$ cat config.mk
export PLATFORM = sky130hd
export DESIGN_NAME = impl_monitor
export DESIGN_NICKNAME = d
export VERILOG_FILES = /design/src/rtl/impl_monitor_pkg.sv /design/src/rtl/impl_monitor_ch.sv /design/src/rtl/impl_monitor.sv
export SDC_FILE = /design/constraint.sdc
export NUM_CORES = 1
export LEC_CHECK = 0
export CORE_AREA = 2 2 188 190
export CTS_CLUSTER_DIAMETER = 150
export DETAILED_ROUTE_END_ITERATION = 10
export DIE_AREA = 0 0 190 192
export PLACE_DENSITY_LB_ADDON = 0.3
export REMOVE_ABC_BUFFERS = 1
export SYNTH_ARGS = -nofsm -noshare
export SYNTH_HDL_FRONTEND = slang
export SYNTH_SLANG_ARGS = --single-unit
$ cat constraint.sdc
create_clock -name clk -period 9.3 [get_ports clk]
set_input_delay 2.79 -clock clk [delete_from_list [all_inputs] [get_ports clk]]
set_output_delay 2.79 -clock clk [all_outputs]
set_load 0.01 [all_outputs]
$ cat src/rtl/impl_monitor_pkg.sv
// Shared types and helpers for the implication monitor: window-FSM states,
// delay type, wildcard compare and saturating increment.
package impl_monitor_pkg;

    localparam int MAX_DLY_DEF = 7;
    localparam int DLY_W_DEF   = $clog2(MAX_DLY_DEF + 1);

    typedef logic [DLY_W_DEF-1:0] dly_t;

    typedef enum logic {
        ST_IDLE = 1'b0,
        ST_WAIT = 1'b1
    } win_state_e;

    // Operands are zero-extended by the caller; widths up to 64 bits supported.
    function automatic logic wild_match(input logic [63:0] d,
                                        input logic [63:0] p,
                                        input logic [63:0] m);
        return ((d ^ p) & m) == 64'd0;
    endfunction

    // Saturating increment of a w-bit counter carried in a 32-bit container.
    function automatic logic [31:0] sat_inc(input logic [31:0] cnt, input int w);
        logic [31:0] top_v;
        top_v = (w >= 32) ? 32'hFFFF_FFFF : ((32'd1 << w) - 32'd1);
        return (cnt == top_v) ? cnt : cnt + 32'd1;
    endfunction

endpackage

$ cat src/rtl/impl_monitor_ch.sv
// One checker channel: exact-delay pending shift register, window FSM,
// registered pass/fail pulses, saturating counters and sticky error.
module impl_monitor_ch
    import impl_monitor_pkg::*;
#(
    parameter int DW      = 8,
    parameter int MAX_DLY = 7,
    parameter int CNT_W   = 16,
    localparam int DLY_W  = $clog2(MAX_DLY + 1)
) (
    input  logic             clk,
    input  logic             rst,
    input  logic             en,
    input  logic             clr,
    input  logic [DLY_W-1:0] cfg_dly,
    input  logic             cfg_win,
    input  logic             ante,
    input  logic [DW-1:0]    data,
    input  logic [DW-1:0]    pat,
    input  logic [DW-1:0]    mask,
    output logic             fail,
    output logic             pass,
    output logic             err,
    output logic [CNT_W-1:0] pass_cnt,
    output logic [CNT_W-1:0] fail_cnt,
    output logic             busy
);

    logic [DLY_W-1:0]   k_in;
    logic               match;
    logic               is_exact;
    logic               acc_exact;
    logic               acc_win;
    logic               ex_res;
    logic               win_pass;
    logic               win_fail;

    logic [MAX_DLY-1:0] pend_q, pend_d;
    logic               pass_q, pass_d;
    logic               fail_q, fail_d;
    logic               err_q, err_d;
    logic [CNT_W-1:0]   pass_cnt_q, pass_cnt_d;
    logic [CNT_W-1:0]   fail_cnt_q, fail_cnt_d;

    win_state_e         state_q;
    logic [DLY_W-1:0]   cnt_q;
    logic [DLY_W-1:0]   k_q;

    always_comb begin
        k_in      = (cfg_dly > DLY_W'(MAX_DLY)) ? DLY_W'(MAX_DLY) : cfg_dly;
        match     = wild_match(64'(data), 64'(pat), 64'(mask));
        // Window mode with k=0 degenerates to the overlapping exact check.
        is_exact  = !cfg_win || (k_in == '0);
        acc_exact = en && ante && is_exact;
        acc_win   = en && ante && !is_exact && (state_q == ST_IDLE);
        ex_res    = (acc_exact && (k_in == '0)) || pend_q[0];
        win_pass  = (state_q == ST_WAIT) && match;
        win_fail  = (state_q == ST_WAIT) && !match && (cnt_q == k_q);
    end

    // Entries are inserted at slot k-1 so they reach slot 0 exactly k cycles later.
    always_comb begin
        pend_d = pend_q >> 1;
        for (int j = 0; j < MAX_DLY; j++) begin
            if (acc_exact && (k_in == DLY_W'(j + 1))) begin
                pend_d[j] = 1'b1;
            end
        end
        pass_d     = (ex_res && match)  || win_pass;
        fail_d     = (ex_res && !match) || win_fail;
        pass_cnt_d = pass_d ? CNT_W'(sat_inc(32'(pass_cnt_q), CNT_W)) : pass_cnt_q;
        fail_cnt_d = fail_d ? CNT_W'(sat_inc(32'(fail_cnt_q), CNT_W)) : fail_cnt_q;
        err_d      = err_q || fail_d;
        if (clr) begin
            pend_d     = '0;
            pass_d     = 1'b0;
            fail_d     = 1'b0;
            pass_cnt_d = '0;
            fail_cnt_d = '0;
            err_d      = 1'b0;
        end
    end

    always_ff @(posedge clk or posedge rst) begin
        if (rst) begin
            pend_q     <= '0;
            pass_q     <= 1'b0;
            fail_q     <= 1'b0;
            err_q      <= 1'b0;
            pass_cnt_q <= '0;
            fail_cnt_q <= '0;
        end else begin
            pend_q     <= pend_d;
            pass_q     <= pass_d;
            fail_q     <= fail_d;
            err_q      <= err_d;
            pass_cnt_q <= pass_cnt_d;
            fail_cnt_q <= fail_cnt_d;
        end
    end

    always_ff @(posedge clk or posedge rst) begin
        if (rst) begin
            state_q <= ST_IDLE;
            cnt_q   <= '0;
            k_q     <= '0;
        end else if (clr) begin
            state_q <= ST_IDLE;
            cnt_q   <= '0;
            k_q     <= '0;
        end else begin
            case (state_q)
                ST_IDLE: begin
                    if (acc_win) begin
                        state_q <= ST_WAIT;
                        cnt_q   <= DLY_W'(1);
                        k_q     <= k_in;
                    end
                end
                ST_WAIT: begin
                    if (match || (cnt_q == k_q)) begin
                        state_q <= ST_IDLE;
                    end else begin
                        cnt_q <= cnt_q + DLY_W'(1);
                    end
                end
                default: state_q <= ST_IDLE;
            endcase
        end
    end

    assign pass     = pass_q;
    assign fail     = fail_q;
    assign err      = err_q;
    assign pass_cnt = pass_cnt_q;
    assign fail_cnt = fail_cnt_q;
    assign busy     = (|pend_q) || (state_q == ST_WAIT);

endmodule

$ cat src/rtl/impl_monitor.sv
// N-channel runtime implication checker; each channel is an independent
// impl_monitor_ch, with the sticky errors ORed into a single err.
module impl_monitor
    import impl_monitor_pkg::*;
#(
    parameter int NCH     = 4,
    parameter int DW      = 8,
    parameter int MAX_DLY = MAX_DLY_DEF,
    parameter int CNT_W   = 16,
    localparam int DLY_W  = $clog2(MAX_DLY + 1)
) (
    input  logic                 clk,
    input  logic                 rst,
    input  logic                 en,
    input  logic                 clr,
    input  logic [NCH*DLY_W-1:0] cfg_dly,
    input  logic [NCH-1:0]       cfg_win,
    input  logic [NCH-1:0]       ante,
    input  logic [NCH*DW-1:0]    data,
    input  logic [NCH*DW-1:0]    pat,
    input  logic [NCH*DW-1:0]    mask,
    output logic [NCH-1:0]       fail,
    output logic [NCH-1:0]       pass,
    output logic                 err,
    output logic [NCH*CNT_W-1:0] pass_cnt,
    output logic [NCH*CNT_W-1:0] fail_cnt,
    output logic [NCH-1:0]       busy
);

    logic [NCH-1:0] ch_err;

    generate
        for (genvar gi = 0; gi < NCH; gi++) begin : g_ch
            impl_monitor_ch #(
                .DW      (DW),
                .MAX_DLY (MAX_DLY),
                .CNT_W   (CNT_W)
            ) u_ch (
                .clk      (clk),
                .rst      (rst),
                .en       (en),
                .clr      (clr),
                .cfg_dly  (cfg_dly[gi*DLY_W +: DLY_W]),
                .cfg_win  (cfg_win[gi]),
                .ante     (ante[gi]),
                .data     (data[gi*DW +: DW]),
                .pat      (pat[gi*DW +: DW]),
                .mask     (mask[gi*DW +: DW]),
                .fail     (fail[gi]),
                .pass     (pass[gi]),
                .err      (ch_err[gi]),
                .pass_cnt (pass_cnt[gi*CNT_W +: CNT_W]),
                .fail_cnt (fail_cnt[gi*CNT_W +: CNT_W]),
                .busy     (busy[gi])
            );
        end
    endgenerate

    assign err = |ch_err;

endmodule

Word-level counts from Yosys, hierarchy flattened --
Index checks and enable logic that the tools add are counted.
Word-level totals: register bits 196, bits of input ports 120, output and inout bits 141, word-level logic and storage cells 389
Cells by class: add/subtract/negate cells 12, magnitude comparators 4, equality and inequality tests 60, muxes and demuxes 116, bitwise gates (word level) 12, reduce and logical (&&, ||, !) cells 149
Operators by type and width (number):
- $mux W16 | 24
- $and A64 B8 Y64 | 4
- $logic_not A64 Y1 | 4
- $add A16 B1 Y16 const B | 8
- $eq A16 B16 Y1 const B | 8
- $mux W3 | 28
- $logic_and A1 B1 Y1 | 68
- $mux W1 | 52
- $eq A3 B3 Y1 const B | 16
- $reduce_and A2 Y1 | 16
- $xor A8 B8 Y8 | 4
- $logic_or A1 B1 Y1 | 28
- $mux W7 | 4
- $reduce_or A7 Y1 | 4
- $eq A3 B2 Y1 const B | 8
- $ne A2 B2 Y1 const B | 12
- $pmux W3 S2 | 4
- $reduce_bool A2 Y1 | 12
- $add A3 B1 Y3 const B | 4
- $eq A3 B1 Y1 const B | 4
- $eq A3 B3 Y1 | 4
- $gt A3 B3 Y1 const B | 4
- $logic_not A1 Y1 | 12
- $logic_not A3 Y1 | 4
- 5 further kinds | 17

Logic depth before layout (Yosys ltp) --
Gate-level depths: netlist of run 1.
word-level depth 11, gate-level depth with buffers 9, depth with buffers taken out 7

Hierarchy --
Synthesis of run 1 repeated with hierarchy kept, for this count alone.
Second synthesis, totals: cell total of the unflattened synthesis 1105, area total of the unflattened synthesis 10652.7 µm²
By module, submodules not included:
- impl_monitor_ch | instances 4, cells each 276, area each 2661.3 µm², seq. area each 1226.2 µm²
- impl_monitor | instances 1, cells each 1, area each 7.5 µm², seq. area each 0.0 µm²

Worst setup path after synthesis of run 1 --
OpenSTA, ideal clock, no wires.
path type input -> register, from input port en, to register g_ch[3].u_ch.pass_cnt_q[7], library setup time 0.125 ns, arrival 4.447 ns, data required time 9.175 ns, path slack 4.729 ns, cell stages on the path 9, buffers on the path 3, cells stage by stage buf_2 > and3b_1 > a21oi_1 > and2_1 > buf_2 > or2_0 > clkbuf_1 > nor4_1 > mux2_2
On the way: cells in the longest elaborated chain, start to end 8
Ends and longest elaborated chain:
- start, declared | line impl_monitor.sv:14 | input logic en,
- $logic_and A1 B1 Y1 (2 in a row) | line impl_monitor_ch.sv:54 | acc_exact = en && ante && is_exact;
- $logic_and A1 B1 Y1 | line impl_monitor_ch.sv:56 | ex_res = (acc_exact && (k_in == '0)) || pend_q[0];
- $logic_or A1 B1 Y1 | line impl_monitor_ch.sv:56
- $logic_and A1 B1 Y1 | line impl_monitor_ch.sv:69 | pass_d = (ex_res && match) || win_pass;
- $logic_or A1 B1 Y1 | line impl_monitor_ch.sv:69
- $reduce_bool A2 Y1 (no source line)
- $reduce_and A2 Y1 (no source line)
- end signal, assigned | line impl_monitor_ch.sv:97 | pass_cnt_q <= pass_cnt_d;
- end, declared | line impl_monitor_ch.sv:42 | logic [CNT_W-1:0] pass_cnt_q, pass_cnt_d;
No other way between the ends. A chain may end at the register's enable or synchronous reset.

Worst setup path after layout of run 1 --
from input port pat[23], to register g_ch[2].u_ch.pass_cnt_q[14]
On the way: cells in the longest elaborated chain, start to end 7, elaborated cells on any way between the ends 8, those cells by class bitwise (2); reduce/logical (6)
Ends and longest elaborated chain:
- start, declared | line impl_monitor.sv:20 | input logic [NCH*DW-1:0] pat,
- $xor A8 B8 Y8 * | line impl_monitor_pkg.sv:19 | return ((d ^ p) & m) == 64'd0;
- $and A64 B8 Y64 * | line impl_monitor_pkg.sv:19
- $logic_not A64 Y1 * | line impl_monitor_pkg.sv:19
- $logic_and A1 B1 Y1 (on tied branches) | line impl_monitor_ch.sv:69, impl_monitor_ch.sv:57
- $logic_or A1 B1 Y1 * | line impl_monitor_ch.sv:69
- $reduce_bool A2 Y1 (no source line) *
- $reduce_and A2 Y1 (no source line) *
- end signal, assigned | line impl_monitor_ch.sv:97
- end, declared | line impl_monitor_ch.sv:42
Every way passes the cells marked *; elsewhere a longest branch is shown, timed or not.

==> impl_summary.md, run 1 <==
Power
The final total power is approximately 1.8 mW. The power density normalized to cell area is 129 nW/um^2. The peak supply drop is 0.000128 V. For this design the static power due to leakage is 5.61 nW.

Clocking
Once the clock tree was built, the resizer swapped 0 gates to a different size. The number of buffers added for setup after CTS is 0. The CTS tree is yes.

The clock net in this run drives a total of about 200 sinks. The later pin in the worst-skew pair is clocked with a latency of 0.44 ns. The clock tree synthesis step divided the H-tree into 4 levels.

The clock input transition at the sequential cells of the worst setup and hold paths is 0.08 ns. The number of clock buffers added by TritonCTS is 17. The tree is rooted in a sky130_fd_sc_hd__clkbuf_16. The total of hold buffers inserted after clock tree synthesis is 0. No sink is reached through more buffers than the 2 on the longest clock path.

Timing
Timing would allow up to about 0.18 GHz. After routing, the total negative slack on setup checks comes to 0 ns. The number of hold violations in the final report is 0. The count of final max-slew check failures is 0. In this run the tightest slew margin relative to its limit is 0.289.

Dividing the final minimum period by the clock period gives 0.597. On the final layout, the worst hold slack is roughly 0.50 ns. After layout, the worst setup slack is around 3.7 ns. After layout, the minimum clock period comes to between 5 and 6 ns.

Setup repair after global routing left no endpoint under its margin. The count of final setup violators is 0. For the pin with the worst max-slew slack, the measured transition is approximately 1.1 ns.

The clock skew is 0.0142 ns.

Floorplanning
The total area inside the core boundary comes to ~34000 um^2. The floorplan step set the die height to 192 um. For this configuration, the core starts out at a cell density of 0.307. In this run the core area contains between 60 and 70 standard-cell rows. The area of the die is ~36000 um^2. The number of top-level design ports is ~260. Measured along the x axis, the die boundary spans 190 um.

Drt
The number of search-and-repair iterations in the first detailed-routing pass is 4. The antenna violation net count after detailed routing is 0. After detailed routing, the total wire length is 28500 um.

After the first detailed-routing iteration, the DRC count stood at about 450. In the final routed layout, each cell accounts on average for ~16 um. The post-detailed-route via-to-cell ratio is roughly 5.1. The final route contains around 9.2k vias.

The post-detailed-route DRC marker count is 0.

Synthesis
The post-synthesis cell type with the largest combined area is sky130_fd_sc_hd__dfrtp_1. After synthesis the netlist holds a flip-flop and latch count of ~200. The synthesized cell area is approximately 11000 um^2. In the post-synthesis netlist, the biggest area contributors are sky130_fd_sc_hd__dfrtp_1 47%, sky130_fd_sc_hd__xor2_1 5.2%, sky130_fd_sc_hd__nor2_1 4.7%. The mean instance size in the synthesized netlist is 9.43 um^2.

Of the synthesized area, sequential elements account for 0.465. The post-synthesis async set-or-reset flop share is 1.00. Synthesis produced 1117 cells.

The share of Yosys cell area claimed by the top area cell type is 0.465. The main flop type after synthesis is sky130_fd_sc_hd__dfrtp_1. Yosys mapped the design onto 59 distinct sky130hd cell types. The number of enable flip-flop cells after synthesis is 0. Yosys printed 0 warnings.

GRT
Entering global routing, the biggest net connects roughly 130 pins. The sum of overflow across all layers after global routing is 0. The combined global-route utilization of all metal layers is 0.157. The number of antenna violations at the first check in global routing is 0. The global-route wire length before repair is ~46000 um. The via count of the first global-routing pass is ~8.9k.

Placement
The number of input and output port buffers inserted is between 200 and 300. The post-placement cell area is about 13000 um^2. Routability-driven placement finished with a final weighted congestion of roughly 0.8. In this run, placement finished with an instance count of about 1.8k.

Timing analysis after detailed placement gives a worst setup slack of ~3.3 ns. The HPWL after detailed placement is ~20000 um.

Critical path
The launching element type of the critical path is an input port. The data required time of the critical path is ~9.7 ns. The critical path in this run is classified as in -> reg. The worst setup path is captured at a flip-flop.

For this run, the slowest stage of the critical path takes 0.92 ns. The largest individual stage delay along the critical path comes from the cell sky130_fd_sc_hd__or3_1. Traced cell by cell, the critical path runs through clkdlybuf4s50_1, xor2_1, a22oi_1, nand4_1, or3_1, or4_1, a21oi_1. The worst endpoint data arrival time is between 5 and 6 ns. The worst register-to-register path has a depth of 6. In this run the worst path has a maximum fanout of 25.

Final layout
The library cell used most frequently in the layout, excluding fill and tap cells, is sky130_fd_sc_hd__clkdlybuf4s50_1. The number of antenna diodes in the final layout is 0. The finished layout holds approximately 1.8k standard cells, fillers aside. In the layout the commonest cells are 259 x sky130_fd_sc_hd__clkdlybuf4s50_1, 196 x sky130_fd_sc_hd__dfrtp_1, 132 x sky130_fd_sc_hd__nor2_1. Of the cells placed in the final design, the portion with a size suffix greater than 1 is 0.0524. The total non-filler cell area in the finished layout is roughly 14000 um^2. The area used by sequential logic in the layout is approximately 4900 um^2.

Measured on the finished design, the core utilization comes to 0.410. Counting the fill cells in the layout gives approximately 3.4k. The net count of the finished layout is roughly 1.5k. The layout overhead on the synthesized area is 33.3%. Summing all multi-input logic gate instances after layout gives 5280 um^2.

Status
The run finished with clean final reports.

Worst hold path
Counting instances, the worst hold path has a depth of 2. The min-delay analysis places its worst path in the category reg -> reg.

Job
The max capacitance violation total is 0.
-- per-layer routing --
metal  track usage  wire, um  up-vias
met5             0         0        -
met1         0.209     13000     4481
met3        0.0407      1860       25
met4        0.0486       447        0
li1              -         -     4501
met2         0.250     13200      227
-- flip-flops by register name, indices dropped and copies added, names as in the netlist --
register            cells
g_ch.u_ch.k_q          12
g_ch.u_ch.fail_cnt     64
g_ch.u_ch.pass          4
g_ch.u_ch.cnt_q        12
g_ch.u_ch.fail          4
g_ch.u_ch.state_q       4
g_ch.u_ch.pend_q       28
g_ch.u_ch.err           4
g_ch.u_ch.pass_cnt     64
-- synthesized netlist by cell type (all sizes together) (2+ instances only) --
cell type	n
inv	15
a311oi	4
or3	36
nor4	25
and4	12
nand4b	4
nand2b	2
nor2	132
mux2	12
o21a	6
nor2b	23
or3b	2
or2	4
ha	12
nand3b	4
a32oi	2
o21ai	35
clkbuf	37
buf	23
nor3b	5
nor3	27
nor4b	4
dfrtp	196
nand2	65
a31o	3
nand4	41
o41ai	5
a22oi	16
and3	36
nand4bb	2
mux2i	22
o31a	3
xnor2	26
and2	10
o311ai	3
a21oi	85
or4	20
nand3	61
a31oi	9
o31ai	20
xor2	62
-- critical path, delay by kind of cell --
| kind | cells | cell delay [ns] |
|---|---|---|
| compound gates | 2 | 0.37 |
| simple gates | 3 | 2.18 |
| xor+xnor | 1 | 0.16 |
| buf+inv | 1 | 0.41 |
-- power by group --
group          internal, mW  switching, mW
combinational        0.0832         0.0953
sequential            0.860        0.00872
clock                 0.416          0.347
total                  1.36          0.451
-- final timing paths --
path                                             end                     start  slack, ns
hold / removal                g_ch[3].u_ch.pend_q[5]    g_ch[3].u_ch.pend_q[6]       0.50
hold reg to reg               g_ch[3].u_ch.pend_q[5]    g_ch[3].u_ch.pend_q[6]       0.50
max in group asynchronous  g_ch[3].u_ch.pass_cnt[14]                       rst       4.90
setup reg to reg           g_ch[0].u_ch.fail_cnt[15]  g_ch[0].u_ch.fail_cnt[0]       6.56
min in group asynchronous   g_ch[0].u_ch.pass_cnt[5]                       rst       2.96
setup / recovery           g_ch[2].u_ch.pass_cnt[14]                   pat[23]       3.74
-- kinds of logic after synthesis --
| kind of cell | count (synthesis) | share of synthesized area |
|---|---|---|
| AOI/OAI and AO/OA | 195 | 0.112 |
| xor gates and xnor gates | 88 | 0.0731 |
| adders and majority gates | 12 | 0.0142 |
| buffers and inverters | 75 | 0.0340 |
| DFF | 196 | 0.465 |
| muxes | 34 | 0.0337 |
| and+or+nand+nor | 517 | 0.267 |
-- area by class of cell --
type | count | area share
flip-flops and latches | 196 | 0.349
multi-input cells | 846 | 0.375
well taps | 455 | 0.0405
repair buffers | 265 | 0.188
clock buffers | 20 | 0.0325
clock inverters | 12 | 0.0101
inverters | 15 | 0.00454
No activity file was read; power rests on OpenSTA's default activity.
==> run 2, diff against run 1 <==
- clock period: 9.3 -> 5.1 ns (I/O delays scaled with it)
==> run 2 against run 1 <==
First-iteration DRC count shrank 0.44%. Clock skew fell by 0.0064 ns. Highest routed layer unchanged. Hold slack got worse by 0.0057 ns. Non-clock buffer count rose by 7. Critical path depth is the same. Register-to-register slack got worse by 4.2 ns. Cell area rose by 0.27%. Global-route usage increased by 0.63 points. Via count is 0.91% higher. Sequential cell count unchanged.
==> impl_summary.md, run 2 (same netlist as run 1, synthesis figures left out) <==
Status
The flow ran to the end, and the final reports show no timing, DRC or antenna violations.

Final layout
After filler insertion, the fill cell instance count of the layout stands at 3408. The area used by sequential logic in the layout is ~4900 um^2. At the end of the flow the core is filled with cells to 0.411.

The layout overhead on the synthesized area is 33.7%. The multi-input combinational cells in the finished layout cover a total of approximately 5300 um^2. The repair_antennas step left the layout with diodes totalling 0.

Leaving out fill and tap cells, the most frequent cell in the layout is sky130_fd_sc_hd__clkdlybuf4s50_1. The number of non-filler instances in the completed layout is roughly 1.8k. In the layout the commonest cells are 259 x sky130_fd_sc_hd__clkdlybuf4s50_1, 196 x sky130_fd_sc_hd__dfrtp_1, 132 x sky130_fd_sc_hd__nor2_1. At the end of the flow, the number of nets in the layout was about 1.5k. Of the cells placed in the final design, the portion with a size suffix greater than 1 is 0.0558.

Floorplanning
261 I/O pins were placed. For this configuration, the core starts out at a cell density of 0.307. The height of the die is 192 um. The die is ~190 um wide. The area of the die is 36500 um^2. The core region is roughly 34000 um^2.

The number of standard-cell rows in the floorplan is slightly below 70.

Critical path
Of all nets on the critical path, the largest fanout is 14. In this run the worst setup path terminates at g_ch[1].u_ch.pass_cnt[13]. The critical path endpoint category is a flip-flop. The register-to-register setup slack is approximately 2.4 ns.

STA classifies the critical path startpoint as an input port. The critical path starts at data[10]. At the worst endpoint, the required time is 5.46 ns.

The critical setup path kind is in -> reg. Counting cells, the worst reg-to-reg path comes to 7. The worst endpoint data arrival time is 4.19 ns. The worst register-to-register path begins at g_ch[2].u_ch.pass_cnt[0]. In this run the critical register-to-register path is captured at g_ch[2].u_ch.pass_cnt[13].

Timing
Of the available clock period, the critical path in the final layout requires 0.750. The relative slew slack is 0.291. The count of final max-slew check failures came to 0. The fmax is between 0.2 and 0.3 GHz. The clock skew is a little under 0.008 ns. The count of final setup violators is 0.

The setup total negative slack is 0 ns. Setup repair after global routing left no endpoint under its margin. The worst path needs ~3.8 ns of the cycle, external delays included. The number of hold violations in the final report is 0. The transition time at the pin with the least slew margin is 1.06 ns.

Clocking
After clock tree synthesis, the repair step resized 0 gates. Buffers added to address setup during post-CTS repair amount to 0. The clock reaches the later pin of the worst-skew pair after around 0.44 ns. The maximum clock path buffer count is 2. The total of hold buffers inserted after clock tree synthesis is 0. The number of buffers inserted during clock tree synthesis is 17. The clock input transition at the sequential cells of the worst setup and hold paths is 0.07 ns.

The H-tree was split into 4 levels. The clock tree root buffer cell is sky130_fd_sc_hd__clkbuf_16. The CTS tree is yes. The sink count of the clock tree is just under 200.

Placement
Summed over all nets, the half-perimeter wirelength after detailed placement is about 21000 um. The number of input and output port buffers inserted is 260. The global placer's final weighted congestion is between 0.7 and 0.8. In this run, placement finished with an instance count of around 1.8k.

Worst hold path
The instance count along the most critical hold path is 2. In this run the worst hold path is classified as reg -> reg.

GRT
The via count of the first global-routing pass was 9222. The number of antenna violations at the first check in global routing came to 0. The combined global-route utilization of all metal layers is 0.163. Summed over all layers, the global routing overflow is 0. The global-route wire length before repair is about 48000 um. Entering global routing, the biggest net connects 92 pins.

Drt
After detailed routing, the number of remaining DRC violations is 0. Across all layers, the routed design uses about 9.3k vias. The initial detailed-routing violation count is around 450. The final wirelength is approximately 30000 um.

The mean routed wirelength per cell is roughly 16 um. The count of nets left with antenna violations once routing finished came out at 0. The number of search-and-repair iterations in the first detailed-routing pass is 6. The post-detailed-route via-to-cell ratio is approximately 5.

Power
The reported leakage power is 5.62 nW. For this design the ratio of total power to cell area is about 230 nW/um^2. The worst-case IR drop observed on VDD is around 0.00024 V.

Job
Across the run, the number of max-cap violations was 0.
==> run 2: cell count changes in the layout (fill, tap and decap cells not counted), sizes merged <==
cell / delta
buf: +7
inv: -6
clkinv: +3
clkinvlp: +3
==> run 2: power breakdown <==
| group | internal [mW] | switching [mW] | leakage [nW] | total (mW) |
|---|---|---|---|---|
| sequential | 1.57 | 0.0154 | 2.73 | 1.58 |
| combinational | 0.157 | 0.178 | 2.63 | 0.335 |
| clock | 0.723 | 0.615 | 0.262 | 1.34 |
==> run 2: layout make-up <==
class,count,share of cell area
multi-input combinational,846,0.374
sequential,196,0.348
timing repair buffer,272,0.192
tap,455,0.0404
clock buffer,20,0.0310
clock inverter,12,0.00950
inverter,15,0.00453
==> run 2: per-layer routing <==
metal  routed length (um)  track usage  share of wire
met5                    0            0              0
met4                  704       0.0596          0.024
met3                 1750       0.0428          0.060
met2                13500        0.265           0.46
met1                13200        0.209           0.45
==> run 2: per-stage QoR <==
stage	total power, mW	worst slack (ns)	area, um^2	hold WS [ns]
4_1_cts	3.31	1.32	14100	0.502
6_report	3.26	1.28	14100	0.493
5_1_grt	3.41	1.10	14100	0.539
3_5_place_dp	1.96	0.844	13500	0.486
2_1_floorplan	1.75	-1.77	10200	0.454
3_3_place_gp	1.95	0.889	13500	0.475
==> run 2: how the worst min path moves through the flow <==
stage | start | end | slack, ns
2_1_floorplan | g_ch[2].u_ch.err | g_ch[2].u_ch.err | 0.45
3_3_place_gp | g_ch[1].u_ch.pend_q[5] | g_ch[1].u_ch.pend_q[4] | 0.47
3_5_place_dp | g_ch[2].u_ch.pend_q[3] | g_ch[2].u_ch.pend_q[2] | 0.49
4_1_cts | g_ch[2].u_ch.err | g_ch[2].u_ch.err | 0.50
5_1_grt | g_ch[1].u_ch.pend_q[2] | g_ch[1].u_ch.pend_q[1] | 0.54
6_report | g_ch[2].u_ch.err | g_ch[2].u_ch.err | 0.49
==> run 2: critical path, cell delays in order <==
cell and delay [ns]:
sky130_fd_sc_hd__clkdlybuf4s50_1 0.43, sky130_fd_sc_hd__xor2_1 0.15, sky130_fd_sc_hd__a22oi_1 0.22, sky130_fd_sc_hd__nand4_1 0.58
sky130_fd_sc_hd__or3_4 0.61, sky130_fd_sc_hd__or4_1 0.51, sky130_fd_sc_hd__a21oi_1 0.15
